## src/rtl/uart_rx_frame_check.sv

```systemverilog
// uart_rx_frame_check
// Clocked UART receive frame checker. Takes one majority-voted bit per strobe
// from the RX sampler, deserialises LSB-first data, checks parity (even, odd,
// mark, space or none) and one or two stop bits. It reports per-frame error
// flags and keeps saturating error counters.
//
// Ports
//   CLK          system clock, rising edge
//   RST          asynchronous active-low reset
//   PAR_EN       parity bit present (latched on frame_start)
//   PAR_TYP      00 even, 01 odd, 10 mark, 11 space (latched on frame_start)
//   STOP_BITS    0 = one stop bit, 1 = two (latched on frame_start)
//   frame_start  validated start bit; restarts the frame from any state
//   bit_strb     sampled_bit is valid this cycle
//   sampled_bit  received bit value
//   err_clr      synchronous clear of both error counters
//   P_data       received data, bit 0 = first data bit received
//   data_valid   one-cycle pulse at frame completion
//   par_err      parity error of the last completed frame
//   stp_err      stop error of the last completed frame
//   busy         frame in progress
//   par_err_cnt  saturating count of frames with par_err
//   stp_err_cnt  saturating count of frames with stp_err
module uart_rx_frame_check #(
  parameter int unsigned DATA_WIDTH = 8,
  parameter int unsigned CNT_WIDTH  = 8
) (
  input  logic                  CLK,
  input  logic                  RST,
  input  logic                  PAR_EN,
  input  logic [1:0]            PAR_TYP,
  input  logic                  STOP_BITS,
  input  logic                  frame_start,
  input  logic                  bit_strb,
  input  logic                  sampled_bit,
  input  logic                  err_clr,
  output logic [DATA_WIDTH-1:0] P_data,
  output logic                  data_valid,
  output logic                  par_err,
  output logic                  stp_err,
  output logic                  busy,
  output logic [CNT_WIDTH-1:0]  par_err_cnt,
  output logic [CNT_WIDTH-1:0]  stp_err_cnt
);

  localparam int unsigned BW = $clog2(DATA_WIDTH);
  localparam logic [BW-1:0]        BIT_LAST = BW'(DATA_WIDTH - 1);
  localparam logic [BW-1:0]        BIT_ONE  = BW'(1);
  localparam logic [CNT_WIDTH-1:0] CNT_ONE  = CNT_WIDTH'(1);

  typedef enum logic [2:0] {
    IDLE,
    DATA,
    PARITY,
    STOP1,
    STOP2,
    DONE
  } state_e;

  state_e                  state_q, state_d;
  logic [BW-1:0]           bit_cnt_q, bit_cnt_d;
  logic [DATA_WIDTH-1:0]   shift_q, shift_d;
  logic                    xor_q, xor_d;
  logic                    par_mis_q, par_mis_d;
  logic                    stp_acc_q, stp_acc_d;
  logic                    par_en_q, par_en_d;
  logic [1:0]              par_typ_q, par_typ_d;
  logic                    stop_bits_q, stop_bits_d;
  logic [DATA_WIDTH-1:0]   p_data_q, p_data_d;
  logic                    par_err_q, par_err_d;
  logic                    stp_err_q, stp_err_d;
  logic [CNT_WIDTH-1:0]    par_cnt_q, par_cnt_d;
  logic [CNT_WIDTH-1:0]    stp_cnt_q, stp_cnt_d;
  logic                    par_exp;
  logic                    finish;

  // Expected parity bit for the latched mode.
  always_comb begin
    par_exp = 1'b0;
    case (par_typ_q)
      2'b00:   par_exp = xor_q;
      2'b01:   par_exp = ~xor_q;
      2'b10:   par_exp = 1'b1;
      default: par_exp = 1'b0;
    endcase
  end

  always_comb begin
    state_d     = state_q;
    bit_cnt_d   = bit_cnt_q;
    shift_d     = shift_q;
    xor_d       = xor_q;
    par_mis_d   = par_mis_q;
    stp_acc_d   = stp_acc_q;
    par_en_d    = par_en_q;
    par_typ_d   = par_typ_q;
    stop_bits_d = stop_bits_q;
    p_data_d    = p_data_q;
    par_err_d   = par_err_q;
    stp_err_d   = stp_err_q;
    par_cnt_d   = par_cnt_q;
    stp_cnt_d   = stp_cnt_q;
    finish      = 1'b0;

    if (frame_start) begin
      // Start (or abort and restart) a frame; any same-cycle strobe is dropped.
      state_d     = DATA;
      bit_cnt_d   = '0;
      xor_d       = 1'b0;
      par_mis_d   = 1'b0;
      stp_acc_d   = 1'b0;
      par_en_d    = PAR_EN;
      par_typ_d   = PAR_TYP;
      stop_bits_d = STOP_BITS;
    end else begin
      case (state_q)
        DATA: begin
          if (bit_strb) begin
            shift_d   = {sampled_bit, shift_q[DATA_WIDTH-1:1]};
            xor_d     = xor_q ^ sampled_bit;
            bit_cnt_d = bit_cnt_q + BIT_ONE;
            if (bit_cnt_q == BIT_LAST) begin
              state_d = par_en_q ? PARITY : STOP1;
            end
          end
        end
        PARITY: begin
          if (bit_strb) begin
            par_mis_d = (sampled_bit != par_exp);
            state_d   = STOP1;
          end
        end
        STOP1: begin
          if (bit_strb) begin
            stp_acc_d = stp_acc_q | ~sampled_bit;
            if (stop_bits_q) begin
              state_d = STOP2;
            end else begin
              finish = 1'b1;
            end
          end
        end
        STOP2: begin
          if (bit_strb) begin
            stp_acc_d = stp_acc_q | ~sampled_bit;
            finish    = 1'b1;
          end
        end
        DONE: begin
          state_d = IDLE;
          if (par_err_q && (par_cnt_q != '1)) par_cnt_d = par_cnt_q + CNT_ONE;
          if (stp_err_q && (stp_cnt_q != '1)) stp_cnt_d = stp_cnt_q + CNT_ONE;
        end
        default: ;
      endcase
    end

    // Results are registered on the last stop strobe so that they are
    // visible together with data_valid while the FSM sits in DONE.
    if (finish) begin
      state_d   = DONE;
      p_data_d  = shift_q;
      par_err_d = par_en_q & par_mis_q;
      stp_err_d = stp_acc_q | ~sampled_bit;
    end

    if (err_clr) begin
      par_cnt_d = '0;
      stp_cnt_d = '0;
    end
  end

  always_ff @(posedge CLK or negedge RST) begin
    if (!RST) begin
      state_q     <= IDLE;
      bit_cnt_q   <= '0;
      shift_q     <= '0;
      xor_q       <= 1'b0;
      par_mis_q   <= 1'b0;
      stp_acc_q   <= 1'b0;
      par_en_q    <= 1'b0;
      par_typ_q   <= '0;
      stop_bits_q <= 1'b0;
      p_data_q    <= '0;
      par_err_q   <= 1'b0;
      stp_err_q   <= 1'b0;
      par_cnt_q   <= '0;
      stp_cnt_q   <= '0;
    end else begin
      state_q     <= state_d;
      bit_cnt_q   <= bit_cnt_d;
      shift_q     <= shift_d;
      xor_q       <= xor_d;
      par_mis_q   <= par_mis_d;
      stp_acc_q   <= stp_acc_d;
      par_en_q    <= par_en_d;
      par_typ_q   <= par_typ_d;
      stop_bits_q <= stop_bits_d;
      p_data_q    <= p_data_d;
      par_err_q   <= par_err_d;
      stp_err_q   <= stp_err_d;
      par_cnt_q   <= par_cnt_d;
      stp_cnt_q   <= stp_cnt_d;
    end
  end

  assign P_data      = p_data_q;
  assign par_err     = par_err_q;
  assign stp_err     = stp_err_q;
  assign data_valid  = (state_q == DONE);
  assign busy        = (state_q != IDLE);
  assign par_err_cnt = par_cnt_q;
  assign stp_err_cnt = stp_cnt_q;

endmodule
```

## config.mk

```make
export PLATFORM = sky130hd
export DESIGN_NAME = uart_rx_frame_check
export DESIGN_NICKNAME = d
export VERILOG_FILES = /design/src/rtl/uart_rx_frame_check.sv
export SDC_FILE = /design/constraint.sdc
export NUM_CORES = 1
export LEC_CHECK = 0
export BUFFER_PORTS_ARGS = -buffer_cell sky130_fd_sc_hd__clkbuf_2
export CAP_MARGIN = 5
export CORE_MARGIN = 2
export CORE_UTILIZATION = 49
export DETAILED_ROUTE_END_ITERATION = 16
export GPL_ROUTABILITY_DRIVEN = 0
export HOLD_SLACK_MARGIN = 0.03
export PLACE_DENSITY = 0.79
export SYNTH_ARGS = -nofsm -noshare
export SYNTH_HDL_FRONTEND = slang
export SYNTH_SLANG_ARGS = --single-unit
```

## constraint.sdc

```tcl
create_clock -name CLK -period 1.53 [get_ports CLK]
set_input_delay 0.0765 -clock CLK [delete_from_list [all_inputs] [get_ports CLK]]
set_output_delay 0.0765 -clock CLK [all_outputs]
set_load 0.05 [all_outputs]
```

**Word level (Yosys, flattened, before mapping)**

Cells that the tools add are included.

- Logic and storage cells: 95
- Memories: 0
- Latch bits: 0
- Register bits after elaboration: 47
- Memory bits (read-only): 0
- Output and inout port bits: 28
- Input bits: 10
- Bits in writable memories: 0

- Bitwise logic cells: 6
- Magnitude comparators: 0
- Reduce and logical (&&, ||, !) cells: 20
- $add $sub $neg: 3
- Eq/ne operators: 17
- Div/mod/pow operators: 0
- Mux-type cells: 35
- Multipliers: 0
- Shift-type cells: 0

Operators by type and width:

| kind | count |
|---|---|
| 8-bit 2-to-1 mux | 8 |
| 3-bit 2-to-1 mux | 10 |
| 4-bit != test (second input constant) | 5 |
| 8-bit by 1-bit adder with 8-bit output (second input constant) | 2 |
| 8-bit != test (second input constant) | 2 |
| 1-bit 2-to-1 mux | 14 |
| 2-bit nonzero test | 7 |
| 3-bit case mux with 4 select lines | 1 |
| 3-bit == test (second input constant) | 3 |
| 3-bit AND reduction | 3 |
| 3-bit by 2-bit == test with 1-bit output (second input constant) | 2 |
| 2-bit AND reduction | 3 |
| 6-bit AND reduction | 1 |
| 6-bit nonzero test | 1 |
| 3-bit by 1-bit adder with 3-bit output (second input constant) | 1 |
| 3-bit by 1-bit == test with 1-bit output (second input constant) | 1 |
| 1-bit inverter | 3 |
| 1-bit case mux with 3 select lines | 1 |
| 3-bit nonzero test | 1 |
| 2-bit by 1-bit == test with 1-bit output (second input constant) | 1 |
| 2-bit == test (second input constant) | 1 |
| 1-bit logical AND | 2 |
| 2-bit zero test | 1 |
| 2-bit by 1-bit != test with 1-bit output (second input constant) | 1 |
| other kinds (6) | 6 |

**Longest topological paths before layout**

- Word-level depth: 6
- Gate-level depth with buffers: 6
- Mapped depth without buffers: 5

**Worst setup path after synthesis**

Ideal clock, no wire load.

- Path kind: register to register
- From: reg stp_cnt_q[0], in the netlist stp_err_cnt[0]
- To: reg stp_cnt_q[4], in the netlist stp_err_cnt[4]
- Clock period less this slack: 1.876 ns
- Arrival: 1.798 ns
- Stages on the path, launching flop included: 7
- Buffers on the path: 1
- Path slack: -0.346 ns
- Required time: 1.452 ns
- Path through: dfrtp_1 > ha_1 > nand3_1 > o2111ai_4 > buf_6 > or3_1 > a21oi_1

- Cells in the longest elaborated chain, start to end: 5
- Elaborated cells between the ends (all ways): 9
- Classes of those cells: add/sub: 1; eq/ne: 1; mux: 4; reduce/logical: 3

RTL lines:

| element | RTL line | source |
|---|---|---|
| start, declared | 73 | `logic [CNT_WIDTH-1:0] stp_cnt_q, stp_cnt_d;` |
| start signal, assigned | 203 | `stp_cnt_q <= stp_cnt_d;` |
| 8-bit by 1-bit adder with 8-bit output | 152 | `if (stp_err_q && (stp_cnt_q != '1)) stp_cnt_d = stp_cnt_q + CNT_ONE;` |
| 8-bit 2-to-1 mux | 152 |  |
| 8-bit 2-to-1 mux | 116 | `case (state_q)` |
| 8-bit 2-to-1 mux | 105 | `if (frame_start) begin` |
| 8-bit 2-to-1 mux | 167 | `if (err_clr) begin` |

Parallel ways exist; a longest one is shown, timed or not. The select of a mux whose other input is x is not followed.
A chain may end at the register's enable or synchronous reset.

**Worst setup path after layout**

- From: reg state_q[1]
- To: reg p_data_q[7], in the netlist P_data[7]

- Cells in the longest elaborated chain, start to end: 3
- Elaborated cells between the ends (all ways): 4
- Classes of those cells: eq/ne: 2; mux: 2

RTL lines:

| element | RTL line | source |
|---|---|---|
| start, declared | 60 | `state_e state_q, state_d;` |
| start signal, assigned | 190 | `state_q <= state_d;` |
| 3-bit == test or 3-bit by 2-bit == test with 1-bit output (tied branches) | 116 |  |
| 1-bit case mux with 2 select lines (*) | 116 |  |
| 1-bit 2-to-1 mux (*) | 105 |  |
| end signal, assigned | 199 | `p_data_q <= p_data_d;` |
| end, declared | 69 | `logic [DATA_WIDTH-1:0] p_data_q, p_data_d;` |

Every way passes the cells marked *; elsewhere a longest branch is shown, timed or not.

==> results.md <==
Run status:
- The run finished, with violations left.
- The checks that failed: setup timing.

Power and ir drop:
- The total chip power is around 2700 uW.
- The maximum vdd ir drop is about 0.66 mV.
- The total leakage power is 0.00145 uW.
- Dividing total power by cell area gives a power density of 842 nW/um^2.

Global routing:
- The global-route wire length before repair is 8.33 mm.
- The via count of the first global-routing pass came to approximately 1.8k.
- The number of antenna violations at the first check in global routing is 0.
- The global router's overall resource usage is 20.6%.
- The total congestion overflow is 0.
- Entering global routing, the biggest net connects 48 pins.

Critical path:
- The data arrival time of the worst path is about 1.9 ns.
- The maximum fanout encountered on the critical timing path is 5.
- The worst setup path is of the flip-flop to flip-flop kind.
- The signal on the critical path passes through buf_6 -> and4bb_2 -> o211ai_1 -> buf_4 -> mux2_4.
- The library cell contributing the largest single delay on the critical path is sky130_fd_sc_hd__dfrtp_1.
- The sort of element at the end of the critical path is a flip-flop.
- The required time at the worst-slack endpoint is 1.71 ns.
- The critical path startpoint category is a flip-flop.
- On the worst path, the slowest cell contributes a delay of 0.41 ns.
- Counting cells, the worst reg-to-reg path comes to 5.
- The register-to-register setup slack is -0.21 ns.

Timing:
- The maximum frequency from static timing analysis is about 0.57 GHz.
- Final hold analysis gives a worst-case slack of 0.0919 ns.
- Setup violations remaining at the end of the flow were counted as 19.
- Setup repair after global routing could not meet its margin everywhere.
- The number of endpoints with negative hold slack in the final report is 0.
- The clock tree skew after final layout is between 0.005 and 0.006 ns.
- The share of the clock period used by the worst path after layout is 114%.
- The clock period minus final worst setup slack is around 1.7 ns.
- In this run the tightest slew margin relative to its limit is 69.6%.
- The final count of pins violating max slew is 0.
- The worst-case setup margin in the final layout is -0.210 ns.
- For the pin with the worst max-slew slack, the measured transition is 0.456 ns.

Die:
- The initial utilization of the core area, before any placement, comes to 51.3%.
- The die boundary width is 71.8 um.
- The floorplan step defined a core boundary enclosing roughly 4400 sq um.
- The total die area is 5150 sq um.
- The number of core rows is 24.
- The height of the die is 71.8 um.
- In this run the count of I/O pins placed on the die edge is 38.

Finish:
- The area growth from synthesis to layout is 40.4%.
- The count of cells in the finished layout, fillers not included, comes to between 300 and 400.
- Across the whole layout, storage elements account for between 1000 and 1500 sq um.
- The share of layout cells above drive strength 1 is 53.9%.
- The top cell types in the final layout, fill and taps aside, are sky130_fd_sc_hd__clkbuf_2 (35), sky130_fd_sc_hd__dfrtp_1 (33), sky130_fd_sc_hd__buf_4 (19).
- The finished cells cover about 3200 sq um.
- Leaving out fill and tap cells, the most frequent cell in the layout is sky130_fd_sc_hd__clkbuf_2.
- The multi-input combinational cells in the finished layout cover a total of 1250 sq um.
- The final layout net count is 280.
- The diode insertion count for antenna repair is 0.
- The number of fillers in the final layout is roughly 300.

Synthesis:
- Summing the areas of all fa, ha and maj instances in the mapped netlist gives 2.22% of the synthesized area.
- The cell count after synthesis came out at 197.
- The library cell occupying the most area in the post-synthesis netlist is sky130_fd_sc_hd__dfrtp_1.
- By area, the combinational part of the netlist is dominated by simple AND/OR/NAND/NOR gates.
- Yosys printed 0 warnings.
- In this run, synthesis produced a sequential element count of 47.
- The mapped netlist covers about 2300 sq um.
- The sequential share of the synthesized area is 52.3%.
- The compound-cell area share of the yosys netlist is 10.2%.
- The average cell area after synthesis is 11.4 sq um.
- The post-synthesis async set-or-reset flop share is 100%.
- The proportion of synthesized area in mux cells is 13.2%.
- The number of synthesized flops with an enable pin is 0.
- In the synthesized netlist the dominant register cell turns out to be sky130_fd_sc_hd__dfrtp_1.
- Of the post-synthesis cell area, the dominant cell type holds 52.3%.
- After synthesis, the cell types taking the most area are sky130_fd_sc_hd__dfrtp_1 (52%), sky130_fd_sc_hd__mux2_2 (11%), sky130_fd_sc_hd__a21oi_1 (3.1%), sky130_fd_sc_hd__ha_1 (2.2%), sky130_fd_sc_hd__mux2i_1 (2.2%).
- Of the total synthesized cell area, the portion taken by AND, OR, NAND and NOR gates is 17.0%.
- Of the total synthesized cell area, the portion taken by XOR and XNOR cells is 1.95%.
- The synthesized net count is around 210.
- The number of unique standard cell types used by synthesis is between 40 and 50.

Route:
- The number of DRC violations after detailed routing is 0.
- For this block, the initial DRC count from the detailed router was 87.
- The via density per instance is 5.69.
- The number of antenna-violating nets in the routed design is 0.
- Wires add up to 5.17 mm.
- The number of optimization iterations in the first detailed-route pass is 4.
- Dividing the detail-routed wire length by the instance count gives 16.2 um.
- The vias after detailed routing is 1815.

Placed design:
- During placement, the flow inserted port buffers numbering 37.
- The worst slack at placement is -0.127 ns.
- The total placed instance area is 2760 sq um.
- The wire-length estimate of the detail-placed layout is 3.43 mm.
- The number of placed cells counting well taps is between 300 and 400.

Clock tree:
- After clock tree synthesis, the clock-pin slew on the worst setup and hold paths is around 0.08 ns.
- The sink count of the clock tree is 47.
- The CTS tree is done.
- The clock root buffer master is sky130_fd_sc_hd__clkbuf_8.
- At the later pin of the worst-skew pair, clock insertion delay measures 0.29 ns.
- In this run the number of H-tree levels came out at 2.
- In this run, CTS created clock tree buffers numbering 5.
- The maximum number of buffers from clock root to sink is 2.

Job:
- The reported max-cap violation count is 0.

Hold path:
- Along the worst hold path, the cell count comes to 2.
- The worst min-delay path category is input pin to flip-flop.
## through the flow
step	setup TNS, ns	util [%]
2_1_floorplan	-1.07	-
3_3_place_gp	-0.286	62.9
3_5_place_dp	-1.26	62.9
4_1_cts	-1.16	68.6
5_1_grt	-3.55	72.1
6_report	-2.07	72.1
## power breakdown
part	switching, uW	internal (uW)
registers	81.7	1340
clock network	415	529
logic	112	180
total	608	2050
## synthesized netlist by cell type, types with 2 or more instances
cell / n
sky130_fd_sc_hd__nand3_1: 7
sky130_fd_sc_hd__and4bb_2: 2
sky130_fd_sc_hd__ha_1: 4
sky130_fd_sc_hd__a21oi_1: 14
sky130_fd_sc_hd__and4_1: 2
sky130_fd_sc_hd__and3_1: 2
sky130_fd_sc_hd__mux2_2: 22
sky130_fd_sc_hd__xnor2_1: 3
sky130_fd_sc_hd__o21ai_0: 8
sky130_fd_sc_hd__buf_2: 3
sky130_fd_sc_hd__nor2b_1: 5
sky130_fd_sc_hd__nor2_1: 11
sky130_fd_sc_hd__nor3_1: 2
sky130_fd_sc_hd__mux2i_1: 5
sky130_fd_sc_hd__inv_1: 4
sky130_fd_sc_hd__or3_1: 6
sky130_fd_sc_hd__dfrtp_1: 47
sky130_fd_sc_hd__buf_6: 2
sky130_fd_sc_hd__a31oi_1: 2
sky130_fd_sc_hd__nand4_1: 2
sky130_fd_sc_hd__o31ai_1: 4
sky130_fd_sc_hd__nand2_1: 13
sky130_fd_sc_hd__or4_1: 4
sky130_fd_sc_hd__xor2_1: 2
sky130_fd_sc_hd__clkbuf_1: 4
## metal layers
layer | vias up | wire length (um) | part of all wire (%) | GRT usage, %
li1 | 859 | - | - | -
met1 | 894 | 2240 | 43 | 26.5
met2 | 52 | 2600 | 50 | 35.6
met3 | 10 | 229 | 4.4 | 3.80
met4 | 0 | 95 | 1.8 | 5.66
met5 | - | 0 | 0 | 0
## worst max-delay path, delay by kind of cell (launching register included)
family                 cells  cell delay [ns]
AND/OR/NAND/NOR            1             0.22
buffers and inverters      2             0.36
multiplexers               1             0.31
flip-flops                 1             0.41
AO/OA/AOI/OAI              1             0.33
## worst paths after layout
| path | from | to |
|---|---|---|
| setup / recovery | state_q[1] | P_data[7] |
| min in group asynchronous | RST | par_err_cnt[7] |
| hold reg to reg | P_data[2] | P_data[2] |
| setup reg to reg | state_q[1] | P_data[7] |
| hold / removal | sampled_bit | shift_q[7] |
| max in group asynchronous | RST | par_err_cnt[1] |
## what timing repair did
item	4_1_cts	5_1_grt
cloned	1	1
pin swaps	5	8
hold buffers	5	0
setup buffers	3	3
endpoints found under the hold margin	51	0
endpoints found under the setup margin	26	33
gates resized for setup	21	33
## layout make-up
| class | instances | share of cell area [%] |
|---|---|---|
| Clock buffer | 6 | 2.61 |
| Inverter | 4 | 0.475 |
| Sequential cell | 47 | 37.8 |
| Tap cell | 52 | 2.06 |
| Clock inverter | 2 | 1.11 |
| Timing Repair Buffer | 71 | 16.4 |
| Multi-Input combinational cell | 137 | 39.5 |
## flip-flops by register name, summed over array words and instances, names as in the netlist, 2 cells and up
register / flops
P_data: 8
par_typ_q: 2
par_err_cnt: 8
bit_cnt_q: 3
stp_err_cnt: 8
state_q: 3
shift_q: 8
## cells by family after synthesis
logic type,count (synthesis)
and+or+nand+nor,65
DFF,47
AOI/OAI and AO/OA,35
muxes,27
buffers and inverters,14
xor gates and xnor gates,5
adders and majority gates,4
(Power assumes the default switching activity.)
